<file path="src/rtl/id_issue_queue.sv">
// ---------------------------------------------------------------------------
// id_issue_queue
//
// Decoupling queue between the instruction decoder and the issue stage.
// Holds up to DEPTH decoded entries in program order and hands them to issue
// through a valid/ack handshake. When CF_SERIAL is nonzero, accepting a
// control-flow entry stops further accepts until cf_resolved_i arrives.
//
// Optional feature: define ISSUE_QUEUE_BYPASS_EN to forward the incoming
// entry straight to the issue port when the queue is empty. This gives zero
// latency and adds a combinational path from dec_* to issue_*.
//
// Parameters
//   DEPTH     number of slots (power of two, >= 2)
//   CF_SERIAL nonzero: a pending control-flow entry gates dec_ready_o
//   DATA_W    width of a decoded scoreboard entry
//
// Ports
//   clk_i, rst_i          clock, asynchronous active-high reset
//   flush_i               drop every buffered entry and the pending CF flag
//   dec_valid_i/ready_o   decode-side handshake
//   dec_entry_i           decoded entry
//   dec_is_ctrl_flow_i    entry is a control-flow instruction
//   issue_valid_o/ack_i   issue-side handshake
//   issue_entry_o         head entry
//   issue_is_ctrl_flow_o  head entry is control flow
//   cf_resolved_i         outstanding control-flow instruction resolved
//   count_o               number of buffered entries (registered)
//   cf_pending_o          unresolved control-flow entry accepted (registered)
// ---------------------------------------------------------------------------
module id_issue_queue #(
  parameter int DEPTH     = 4,
  parameter int CF_SERIAL = 1,
  parameter int DATA_W    = 32
) (
  input  logic                     clk_i,
  input  logic                     rst_i,
  input  logic                     flush_i,
  input  logic                     dec_valid_i,
  output logic                     dec_ready_o,
  input  logic [DATA_W-1:0]        dec_entry_i,
  input  logic                     dec_is_ctrl_flow_i,
  output logic                     issue_valid_o,
  output logic [DATA_W-1:0]        issue_entry_o,
  output logic                     issue_is_ctrl_flow_o,
  input  logic                     issue_ack_i,
  input  logic                     cf_resolved_i,
  output logic [$clog2(DEPTH):0]   count_o,
  output logic                     cf_pending_o
);

  localparam int AW = $clog2(DEPTH);

  logic [DATA_W-1:0] entry_q [DEPTH];
  logic [DEPTH-1:0]  ctrl_q;
  logic [AW:0]       wptr_q, wptr_d;
  logic [AW:0]       rptr_q, rptr_d;
  logic [AW:0]       count_q, count_d;
  logic              cf_pending_q, cf_pending_d;

  logic          empty, full, cf_block;
  logic          push, pop, bypass, bypass_ack, wr_en, rd_en;
  logic [AW-1:0] widx, ridx;

  assign widx  = wptr_q[AW-1:0];
  assign ridx  = rptr_q[AW-1:0];
  assign empty = (wptr_q == rptr_q);
  assign full  = (widx == ridx) && (wptr_q[AW] != rptr_q[AW]);

  assign cf_block    = (CF_SERIAL != 0) && cf_pending_q;
  // An ack while full frees the head slot in the same edge, so a push can
  // land in it and throughput stays at one per cycle.
  assign dec_ready_o = (!full || issue_ack_i) && !cf_block && !flush_i;

`ifdef ISSUE_QUEUE_BYPASS_EN
  // dec_ready_o already folds in flush_i and the CF gate.
  assign bypass = empty && dec_valid_i && dec_ready_o;
`else
  assign bypass = 1'b0;
`endif

  assign issue_valid_o        = !empty || bypass;
  assign issue_entry_o        = bypass ? dec_entry_i        : entry_q[ridx];
  assign issue_is_ctrl_flow_o = bypass ? dec_is_ctrl_flow_i : ctrl_q[ridx];

  assign push = dec_valid_i && dec_ready_o;
  assign pop  = issue_valid_o && issue_ack_i;

  // A bypassed entry consumed in the same cycle never touches storage.
  assign bypass_ack = bypass && issue_ack_i;
  assign wr_en      = push && !bypass_ack;
  assign rd_en      = pop  && !bypass_ack;

  always_comb begin
    wptr_d       = wptr_q;
    rptr_d       = rptr_q;
    count_d      = count_q;
    cf_pending_d = cf_pending_q;
    if (flush_i) begin
      wptr_d       = '0;
      rptr_d       = '0;
      count_d      = '0;
      cf_pending_d = 1'b0;
    end else begin
      if (wr_en) wptr_d = wptr_q + 1'b1;
      if (rd_en) rptr_d = rptr_q + 1'b1;
      count_d = count_q + {{AW{1'b0}}, wr_en} - {{AW{1'b0}}, rd_en};
      // Set beats clear when a new branch arrives with a resolve pulse.
      if (push && dec_is_ctrl_flow_i) cf_pending_d = 1'b1;
      else if (cf_resolved_i)         cf_pending_d = 1'b0;
    end
  end

  always_ff @(posedge clk_i or posedge rst_i) begin
    if (rst_i) begin
      wptr_q       <= '0;
      rptr_q       <= '0;
      count_q      <= '0;
      cf_pending_q <= 1'b0;
      ctrl_q       <= '0;
      for (int i = 0; i < DEPTH; i++) entry_q[i] <= '0;
    end else begin
      wptr_q       <= wptr_d;
      rptr_q       <= rptr_d;
      count_q      <= count_d;
      cf_pending_q <= cf_pending_d;
      if (wr_en) begin
        entry_q[widx] <= dec_entry_i;
        ctrl_q[widx]  <= dec_is_ctrl_flow_i;
      end
    end
  end

  assign count_o      = count_q;
  assign cf_pending_o = cf_pending_q;

endmodule

</file>
<file path="config.mk">
export PLATFORM = sky130hd
export DESIGN_NAME = id_issue_queue
export DESIGN_NICKNAME = d
export VERILOG_FILES = /design/src/rtl/id_issue_queue.sv
export SDC_FILE = /design/constraint.sdc
export NUM_CORES = 1
export LEC_CHECK = 0
export CORE_AREA = 2 2 120 122
export CTS_BUF_LIST = sky130_fd_sc_hd__clkbuf_16
export CTS_CLUSTER_SIZE = 10
export DETAILED_ROUTE_END_ITERATION = 8
export DIE_AREA = 0 0 122 124
export PLACE_DENSITY = 0.76
export SYNTH_ARGS = -nofsm -noshare
export SYNTH_HDL_FRONTEND = slang
export SYNTH_SLANG_ARGS = --single-unit
</file>
<file path="constraint.sdc">
create_clock -name clk_i -period 4.44 [get_ports clk_i]
set_input_delay 0.666 -clock clk_i [delete_from_list [all_inputs] [get_ports clk_i]]
set_output_delay 0.666 -clock clk_i [all_outputs]
set_load 0.05 [all_outputs]
</file>
==> results of run 1 <==
## worst paths after layout
check | startpoint | endpoint | slack [ps] | cells past startpoint
worst max-delay path | rptr_q[0] | issue_entry_o[13] | 990 | 3
worst min-delay path | entry_q[1] | entry_q[1] | 500 | 1
worst max register to register | rptr_q[0] | count_o[2] | 1500 | 10
worst min register to register | entry_q[1] | entry_q[1] | 500 | 1
max in group asynchronous | rst_i | rptr_q[1] | 2560 | 3
min in group asynchronous | rst_i | entry_q[96] | 780 | 2
## cells in the final DEF, fill, tap and decap left out, types with 2 or more instances in the layout
master,Yosys,final
mux2_2,13,13
o21ai_0,3,3
clkinv_2,0,7
clkbuf_16,0,17
clkdlybuf4s50_1,0,77
dfrtp_1,142,140
nor2_1,4,4
ha_1,7,7
or3_1,3,3
mux2_4,119,119
xor2_1,3,3
o31ai_1,2,2
nand2_8,4,4
bufinv_16,0,3
buf_12,12,2
xor2_2,2,2
buf_4,1,3
dfrtp_2,0,2
clkinvlp_4,0,3
nand2b_1,2,2
inv_1,8,8
xnor2_1,2,2
mux2i_1,2,2
mux4_2,33,33
nand2_1,2,2
## report_power, final
| part | internal, mW | switching (mW) | leakage (nW) |
|---|---|---|---|
| clock | 0.870 | 0.529 | 0.289 |
| combinational | 1.17 | 1.04 | 1.89 |
| sequential | 1.74 | 0.293 | 1.78 |
| total | 3.79 | 1.86 | 3.95 |
## area by class of cell
class	instances	share of cell area
clock buffer	17	0.0512
multi-input combinational	208	0.371
timing repair buffer	82	0.100
clock inverter	14	0.0184
sequential	142	0.428
inverter	8	0.00406
tap	180	0.0271
## sequential cells by signal (all words and copies together), names as in the netlist
signal / flops
cf_pending_o: 1
rptr_q: 3
wptr_q: 3
ctrl_q: 4
entry_q: 128
count_o: 3
## cells in the mapped netlist (all sizes together)
cell type  instances
dfrtp            142
mux2             132
mux4              33
buf               18
inv                8
ha                 7
nand2              6
xor2               5
clkbuf             4
nor2               4
o21ai              3
or3                3
mux2i              2
nand2b             2
o31ai              2
xnor2              2
a21oi              1
fa                 1
nor2b              1
nor3               1
nor3b              1
nor4               1
o41a               1
## routing by layer
layer,vias to the layer above,track usage,share of wire
li1,1550,-,-
met1,1886,0.261,0.46
met2,75,0.297,0.49
met3,16,0.0536,0.041
met4,0,0.0596,0.013
met5,-,0,0
## cell families after synthesis
logic type | count (synthesis) | share of synthesized area
AOI/OAI and AO/OA | 7 | 0.00664
xor gates and xnor gates | 7 | 0.0110
adders and majority gates | 8 | 0.0154
buffers and inverters | 30 | 0.0474
DFF | 142 | 0.510
muxes | 167 | 0.387
and+or+nand+nor | 19 | 0.0228
==> flow_results.xml, run 1 <==
<?xml version="1.0" encoding="UTF-8"?>
<metrics>
  <group name="run_status">
    <metric name="outcome" unit="">finished, final reports clean</metric>
  </group>
  <group name="cells_and_area">
    <metric name="num-nets-final" unit="">506</metric>
    <metric name="num_antenna_cells" unit="">0</metric>
    <metric name="multi_input_area" unit="mm2">0.00309</metric>
    <metric name="post_layout_instance_area" unit="mm2">0.00831</metric>
    <metric name="number_of_filler_cells_placed_in_the_layout" unit="">1033</metric>
    <metric name="fin_cells" unit="">651</metric>
    <metric name="synthToLayoutAreaGrowth" unit="%">19.3</metric>
    <metric name="final_core_utilization" unit="">0.606</metric>
    <metric name="regArea" unit="mm2">0.00356</metric>
    <metric name="layout-drive-gt1-share" unit="">0.444</metric>
  </group>
  <group name="clock_network">
    <metric name="tritoncts" unit="">built</metric>
    <metric name="clkTransAtPathRegs" unit="ps">60</metric>
    <metric name="cts.repair_timing.setup_buffer_count" unit="">0</metric>
    <metric name="clock_sink_count" unit="">142</metric>
    <metric name="numCtsBuffers" unit="">17</metric>
    <metric name="clk_path_buf_depth" unit="">2</metric>
    <metric name="root_buffer" unit="">clkbuf_16</metric>
    <metric name="clk_latency" unit="ps">420</metric>
    <metric name="number_of_h_tree_branching_levels" unit="">4</metric>
    <metric name="cts_hold_buffers" unit="">0</metric>
    <metric name="postCtsResizedCells" unit="">0</metric>
  </group>
  <group name="sta">
    <metric name="final_period_minus_worst_setup_slack" unit="ps">3450</metric>
    <metric name="timing.final.max_slew_violations" unit="">0</metric>
    <metric name="timing.max_slew.rel_slack" unit="">0.404</metric>
    <metric name="worst_slack" unit="ps">993</metric>
    <metric name="fmax" unit="MHz">290</metric>
    <metric name="final_min_period_over_clock_period" unit="">0.776</metric>
    <metric name="tightest_slew" unit="ps">893</metric>
    <metric name="rsz_0062_raised_after_global_routing" unit="">false</metric>
    <metric name="hold_violations" unit="">0</metric>
    <metric name="setup_viol_count_final" unit="">0</metric>
    <metric name="fin_skew" unit="ps">7.38</metric>
    <metric name="final.hold.worst_slack" unit="ps">503</metric>
    <metric name="fin_tns_setup" unit="ps">0</metric>
  </group>
  <group name="global_routing">
    <metric name="grt_usage" unit="">0.190</metric>
    <metric name="number_of_antenna_violations_at_the_first_check_in_global_routing" unit="">0</metric>
    <metric name="grt_start_max_net_pins" unit="">61</metric>
    <metric name="grt_remaining_overflow" unit="">0</metric>
    <metric name="vias_in_the_first_global_route" unit="">4026</metric>
    <metric name="global_route_wire_length_before_repair" unit="mm">21.8</metric>
  </group>
  <group name="yosys">
    <metric name="dominant_cell_type_by_area_after_synthesis" unit="">dfrtp_1</metric>
    <metric name="syn_avg_cell_area" unit="um2">18.3</metric>
    <metric name="synth_area" unit="mm2">0.00697</metric>
    <metric name="synth.ff_latch_count" unit="">142</metric>
    <metric name="synth_area_leaders" unit="">dfrtp_1, mux2_4, mux4_2</metric>
    <metric name="syn_inst" unit="">380</metric>
    <metric name="yosys_warnings" unit="">0</metric>
    <metric name="number_of_library_cell_types_mapped_by_synthesis" unit="">29</metric>
    <metric name="synth_seq_area_share" unit="">0.510</metric>
    <metric name="synthesis.nets" unit="">427</metric>
    <metric name="yosysTopAreaCellShare" unit="">0.510</metric>
  </group>
  <group name="job">
    <metric name="maxCapViolCount" unit="">0</metric>
  </group>
  <group name="floorplanning">
    <metric name="chipWidth" unit="um">122</metric>
    <metric name="die-area" unit="mm2">0.0151</metric>
    <metric name="rows" unit="">43</metric>
    <metric name="floorplan.initialDensity" unit="">0.508</metric>
    <metric name="design.portCount" unit="">78</metric>
    <metric name="fp.coreArea" unit="mm2">0.0137</metric>
    <metric name="floorplan.die.height" unit="um">124</metric>
  </group>
  <group name="routing">
    <metric name="post_drt_via_cell_ratio" unit="">5.42</metric>
    <metric name="ant_nets" unit="">0</metric>
    <metric name="detailroute.via_count" unit="">3527</metric>
    <metric name="initialDrtViolationCount" unit="">185</metric>
    <metric name="drc_errors" unit="">0</metric>
    <metric name="drt-pass1-iter-count" unit="">4</metric>
    <metric name="route.detailed.wl_per_inst" unit="um">20.0</metric>
    <metric name="wl" unit="mm">13.0</metric>
  </group>
  <group name="critical_path">
    <metric name="timing.critical_path.max_delay_family" unit="">buffers and inverters</metric>
    <metric name="worstSetupPathType" unit="">reg -&gt; out</metric>
    <metric name="worst-path-buf-inv" unit="">2</metric>
    <metric name="critical_path_required" unit="ps">3770</metric>
    <metric name="worstPathCellList" unit="">buf_12, mux4_2, clkdlybuf4s50_1</metric>
    <metric name="cp.arrival" unit="ps">2780</metric>
    <metric name="start_kind" unit="">flop</metric>
    <metric name="critical_path.max_fanout" unit="">19</metric>
    <metric name="cpPeakStageDelay" unit="ps">810</metric>
    <metric name="timing.critical_path.slowest_stage_cell" unit="">dfrtp_2</metric>
    <metric name="timing.critical_path.to_type" unit="">output port</metric>
  </group>
  <group name="place">
    <metric name="io_buffer_count" unit="">77</metric>
    <metric name="placed_instance_area" unit="mm2">0.00773</metric>
    <metric name="place_worst_setup_slack" unit="ps">1090</metric>
    <metric name="post-place-cells" unit="">620</metric>
    <metric name="routabilityCongestion" unit="">0.772</metric>
    <metric name="dpl.hpwl" unit="mm">7.64</metric>
  </group>
  <group name="power">
    <metric name="powerDensity" unit="mW/mm2">680</metric>
    <metric name="worst_ir_drop_vdd" unit="uV">335</metric>
    <metric name="power.total" unit="mW">5.65</metric>
    <metric name="total_leakage_power" unit="nW">3.95</metric>
  </group>
  <group name="hold_path">
    <metric name="worstHoldPathType" unit="">reg -&gt; reg</metric>
  </group>
</metrics>
Note: power is estimated with default switching activity, not from simulation.
==> run 2: changes to the inputs <==
==> config.mk (replaced) <==
export PLATFORM = sky130hd
export DESIGN_NAME = id_issue_queue
export DESIGN_NICKNAME = d
export VERILOG_FILES = /design/src/rtl/id_issue_queue.sv
export SDC_FILE = /design/constraint.sdc
export NUM_CORES = 1
export LEC_CHECK = 0
export CORE_AREA = 2 2 118 120
export CTS_BUF_LIST = sky130_fd_sc_hd__clkbuf_16
export CTS_CLUSTER_SIZE = 10
export DETAILED_ROUTE_END_ITERATION = 8
export DIE_AREA = 0 0 120 122
export PLACE_DENSITY = 0.75
export SYNTH_ARGS = -nofsm -noshare
export SYNTH_HDL_FRONTEND = slang
export SYNTH_SLANG_ARGS = --single-unit
==> constraint.sdc (replaced) <==
create_clock -name clk_i -period 3.35 [get_ports clk_i]
set_input_delay 0.5025 -clock clk_i [delete_from_list [all_inputs] [get_ports clk_i]]
set_output_delay 0.5025 -clock clk_i [all_outputs]
set_load 0.05 [all_outputs]
==> flow_results.xml, run 2 (synthesized netlist as in run 1, its figures left out) <==
<?xml version="1.0" encoding="UTF-8"?>
<metrics>
  <group name="global_routing">
    <metric name="grt_start_max_net_pins" unit="">143</metric>
    <metric name="number_of_antenna_violations_at_the_first_check_in_global_routing" unit="">0</metric>
    <metric name="global_route_wire_length_before_repair" unit="mm">21.5</metric>
    <metric name="vias_in_the_first_global_route" unit="">3928</metric>
    <metric name="grt_remaining_overflow" unit="">0</metric>
    <metric name="grt_usage" unit="">0.195</metric>
  </group>
  <group name="cells_and_area">
    <metric name="final_core_utilization" unit="">0.615</metric>
    <metric name="fin_cells" unit="">653</metric>
    <metric name="most_common_library_cell_in_the_layout_ignoring_fill_and_taps" unit="">dfrtp_1</metric>
    <metric name="largest_reg_flops" unit="">128</metric>
    <metric name="largest_register" unit="">entry_q</metric>
    <metric name="synthToLayoutAreaGrowth" unit="%">19.2</metric>
    <metric name="layout-drive-gt1-share" unit="">0.438</metric>
    <metric name="post_layout_instance_area" unit="mm2">0.00831</metric>
    <metric name="multi_input_area" unit="mm2">0.00309</metric>
    <metric name="num-nets-final" unit="">507</metric>
    <metric name="number_of_filler_cells_placed_in_the_layout" unit="">981</metric>
    <metric name="num_antenna_cells" unit="">0</metric>
    <metric name="largest_registers" unit="">entry_q: 128 flops, ctrl_q: 4 flops</metric>
    <metric name="regArea" unit="mm2">0.00356</metric>
    <metric name="most_frequent_cells_in_the_layout" unit="">dfrtp_1, mux2_4, clkdlybuf4s50_1</metric>
  </group>
  <group name="routing">
    <metric name="detailroute.via_count" unit="">3528</metric>
    <metric name="drt-pass1-iter-count" unit="">4</metric>
    <metric name="post_drt_via_cell_ratio" unit="">5.40</metric>
    <metric name="ant_nets" unit="">0</metric>
    <metric name="drc_errors" unit="">0</metric>
    <metric name="initialDrtViolationCount" unit="">202</metric>
    <metric name="wl" unit="mm">13.1</metric>
    <metric name="route.detailed.wl_per_inst" unit="um">20.0</metric>
  </group>
  <group name="clock_network">
    <metric name="clk_latency" unit="ps">410</metric>
    <metric name="number_of_h_tree_branching_levels" unit="">4</metric>
    <metric name="numCtsBuffers" unit="">17</metric>
    <metric name="cts_hold_buffers" unit="">0</metric>
    <metric name="clkTransAtPathRegs" unit="ps">60</metric>
    <metric name="tritoncts" unit="">built</metric>
    <metric name="clk_path_buf_depth" unit="">2</metric>
    <metric name="postCtsResizedCells" unit="">0</metric>
    <metric name="cts.repair_timing.setup_buffer_count" unit="">0</metric>
    <metric name="root_buffer" unit="">clkbuf_16</metric>
    <metric name="clock_sink_count" unit="">142</metric>
  </group>
  <group name="critical_path">
    <metric name="cp.arrival" unit="ps">2600</metric>
    <metric name="worstSetupPathType" unit="">reg -&gt; out</metric>
    <metric name="start_kind" unit="">flop</metric>
    <metric name="critical_path.max_fanout" unit="">27</metric>
    <metric name="timing.critical_path.to_type" unit="">output port</metric>
    <metric name="critical_path_required" unit="ps">2850</metric>
  </group>
  <group name="sta">
    <metric name="rsz_0062_raised_after_global_routing" unit="">false</metric>
    <metric name="timing.final.max_slew_violations" unit="">0</metric>
    <metric name="hold_violations" unit="">0</metric>
    <metric name="timing.max_slew.rel_slack" unit="">0.506</metric>
    <metric name="final_period_minus_worst_setup_slack" unit="ps">3100</metric>
    <metric name="final_min_period_over_clock_period" unit="">0.925</metric>
    <metric name="fin_skew" unit="ps">6.04</metric>
    <metric name="fin_tns_setup" unit="ps">0</metric>
    <metric name="final.hold.worst_slack" unit="ps">500</metric>
    <metric name="setup_viol_count_final" unit="">0</metric>
    <metric name="fmax" unit="MHz">323</metric>
    <metric name="tightest_slew" unit="ps">741</metric>
  </group>
  <group name="floorplanning">
    <metric name="floorplan.initialDensity" unit="">0.516</metric>
    <metric name="die-area" unit="mm2">0.0146</metric>
    <metric name="floorplan.die.height" unit="um">122</metric>
    <metric name="chipWidth" unit="um">120</metric>
    <metric name="fp.coreArea" unit="mm2">0.0135</metric>
    <metric name="rows" unit="">43</metric>
    <metric name="design.portCount" unit="">78</metric>
  </group>
  <group name="power">
    <metric name="powerDensity" unit="mW/mm2">894</metric>
    <metric name="worst_ir_drop_vdd" unit="uV">457</metric>
    <metric name="total_leakage_power" unit="nW">3.94</metric>
  </group>
  <group name="place">
    <metric name="placed_instance_area" unit="mm2">0.00775</metric>
    <metric name="post-place-cells" unit="">621</metric>
    <metric name="dpl.hpwl" unit="mm">7.57</metric>
    <metric name="routabilityCongestion" unit="">0.754</metric>
    <metric name="io_buffer_count" unit="">77</metric>
  </group>
  <group name="job">
    <metric name="maxCapViolCount" unit="">0</metric>
  </group>
  <group name="run_status">
    <metric name="outcome" unit="">finished, final reports clean</metric>
  </group>
  <group name="hold_path">
    <metric name="worstHoldPathType" unit="">reg -&gt; reg</metric>
  </group>
</metrics>
[run 2: final cells by class]
class | instances | area share
Inverter | 8 | 0.00407
Sequential cell | 142 | 0.428
Tap cell | 180 | 0.0271
Clock inverter | 15 | 0.0157
Multi-Input combinational cell | 208 | 0.371
Clock buffer | 17 | 0.0512
Timing Repair Buffer | 83 | 0.103
[run 2: per-stage QoR]
| step | worst slack [ps] | power, mW |
|---|---|---|
| floorplan | 879 | 4.94 |
| global placement | 610 | 5.61 |
| detailed placement | 527 | 5.67 |
| CTS | 204 | 7.49 |
| global route | 134 | 7.76 |
| finish | 251 | 7.43 |
[run 2: power breakdown]
| group | total (mW) | switching (mW) | internal [mW] |
|---|---|---|---|
| Combinational | 2.97 | 1.41 | 1.56 |
| Clock | 1.78 | 0.704 | 1.08 |
| Sequential | 2.68 | 0.368 | 2.31 |
| Total | 7.43 | 2.48 | 4.95 |
[run 2: path summary, 6_finish.rpt]
path                       slack [ps]  cells past startpoint       from           endpoint
max                               250                      3  rptr_q[0]  issue_entry_o[31]
min                               500                      1  ctrl_q[2]          ctrl_q[2]
max reg2reg                       890                     11  rptr_q[0]         count_o[2]
min reg2reg                       500                      1  ctrl_q[2]          ctrl_q[2]
max in group asynchronous        2130                      3      rst_i        entry_q[25]
min in group asynchronous         670                      3      rst_i        entry_q[40]
[run 2: metal layers]
| layer | global-route usage | wire length, um | up-vias | share of wire |
|---|---|---|---|---|
| met4 | 0.0537 | 109 | 0 | 0.0083 |
| met3 | 0.0590 | 650 | 8 | 0.050 |
| met5 | 0 | 0 | - | 0 |
| met2 | 0.293 | 6180 | 85 | 0.47 |
| li1 | - | - | 1554 | - |
| met1 | 0.277 | 6120 | 1881 | 0.47 |
[run 2: critical path, stage by stage, from the launching register on]
cell             delay, ps
dfrtp_2                580
buf_12                 300
mux4_2                 560
clkdlybuf4s50_1        720
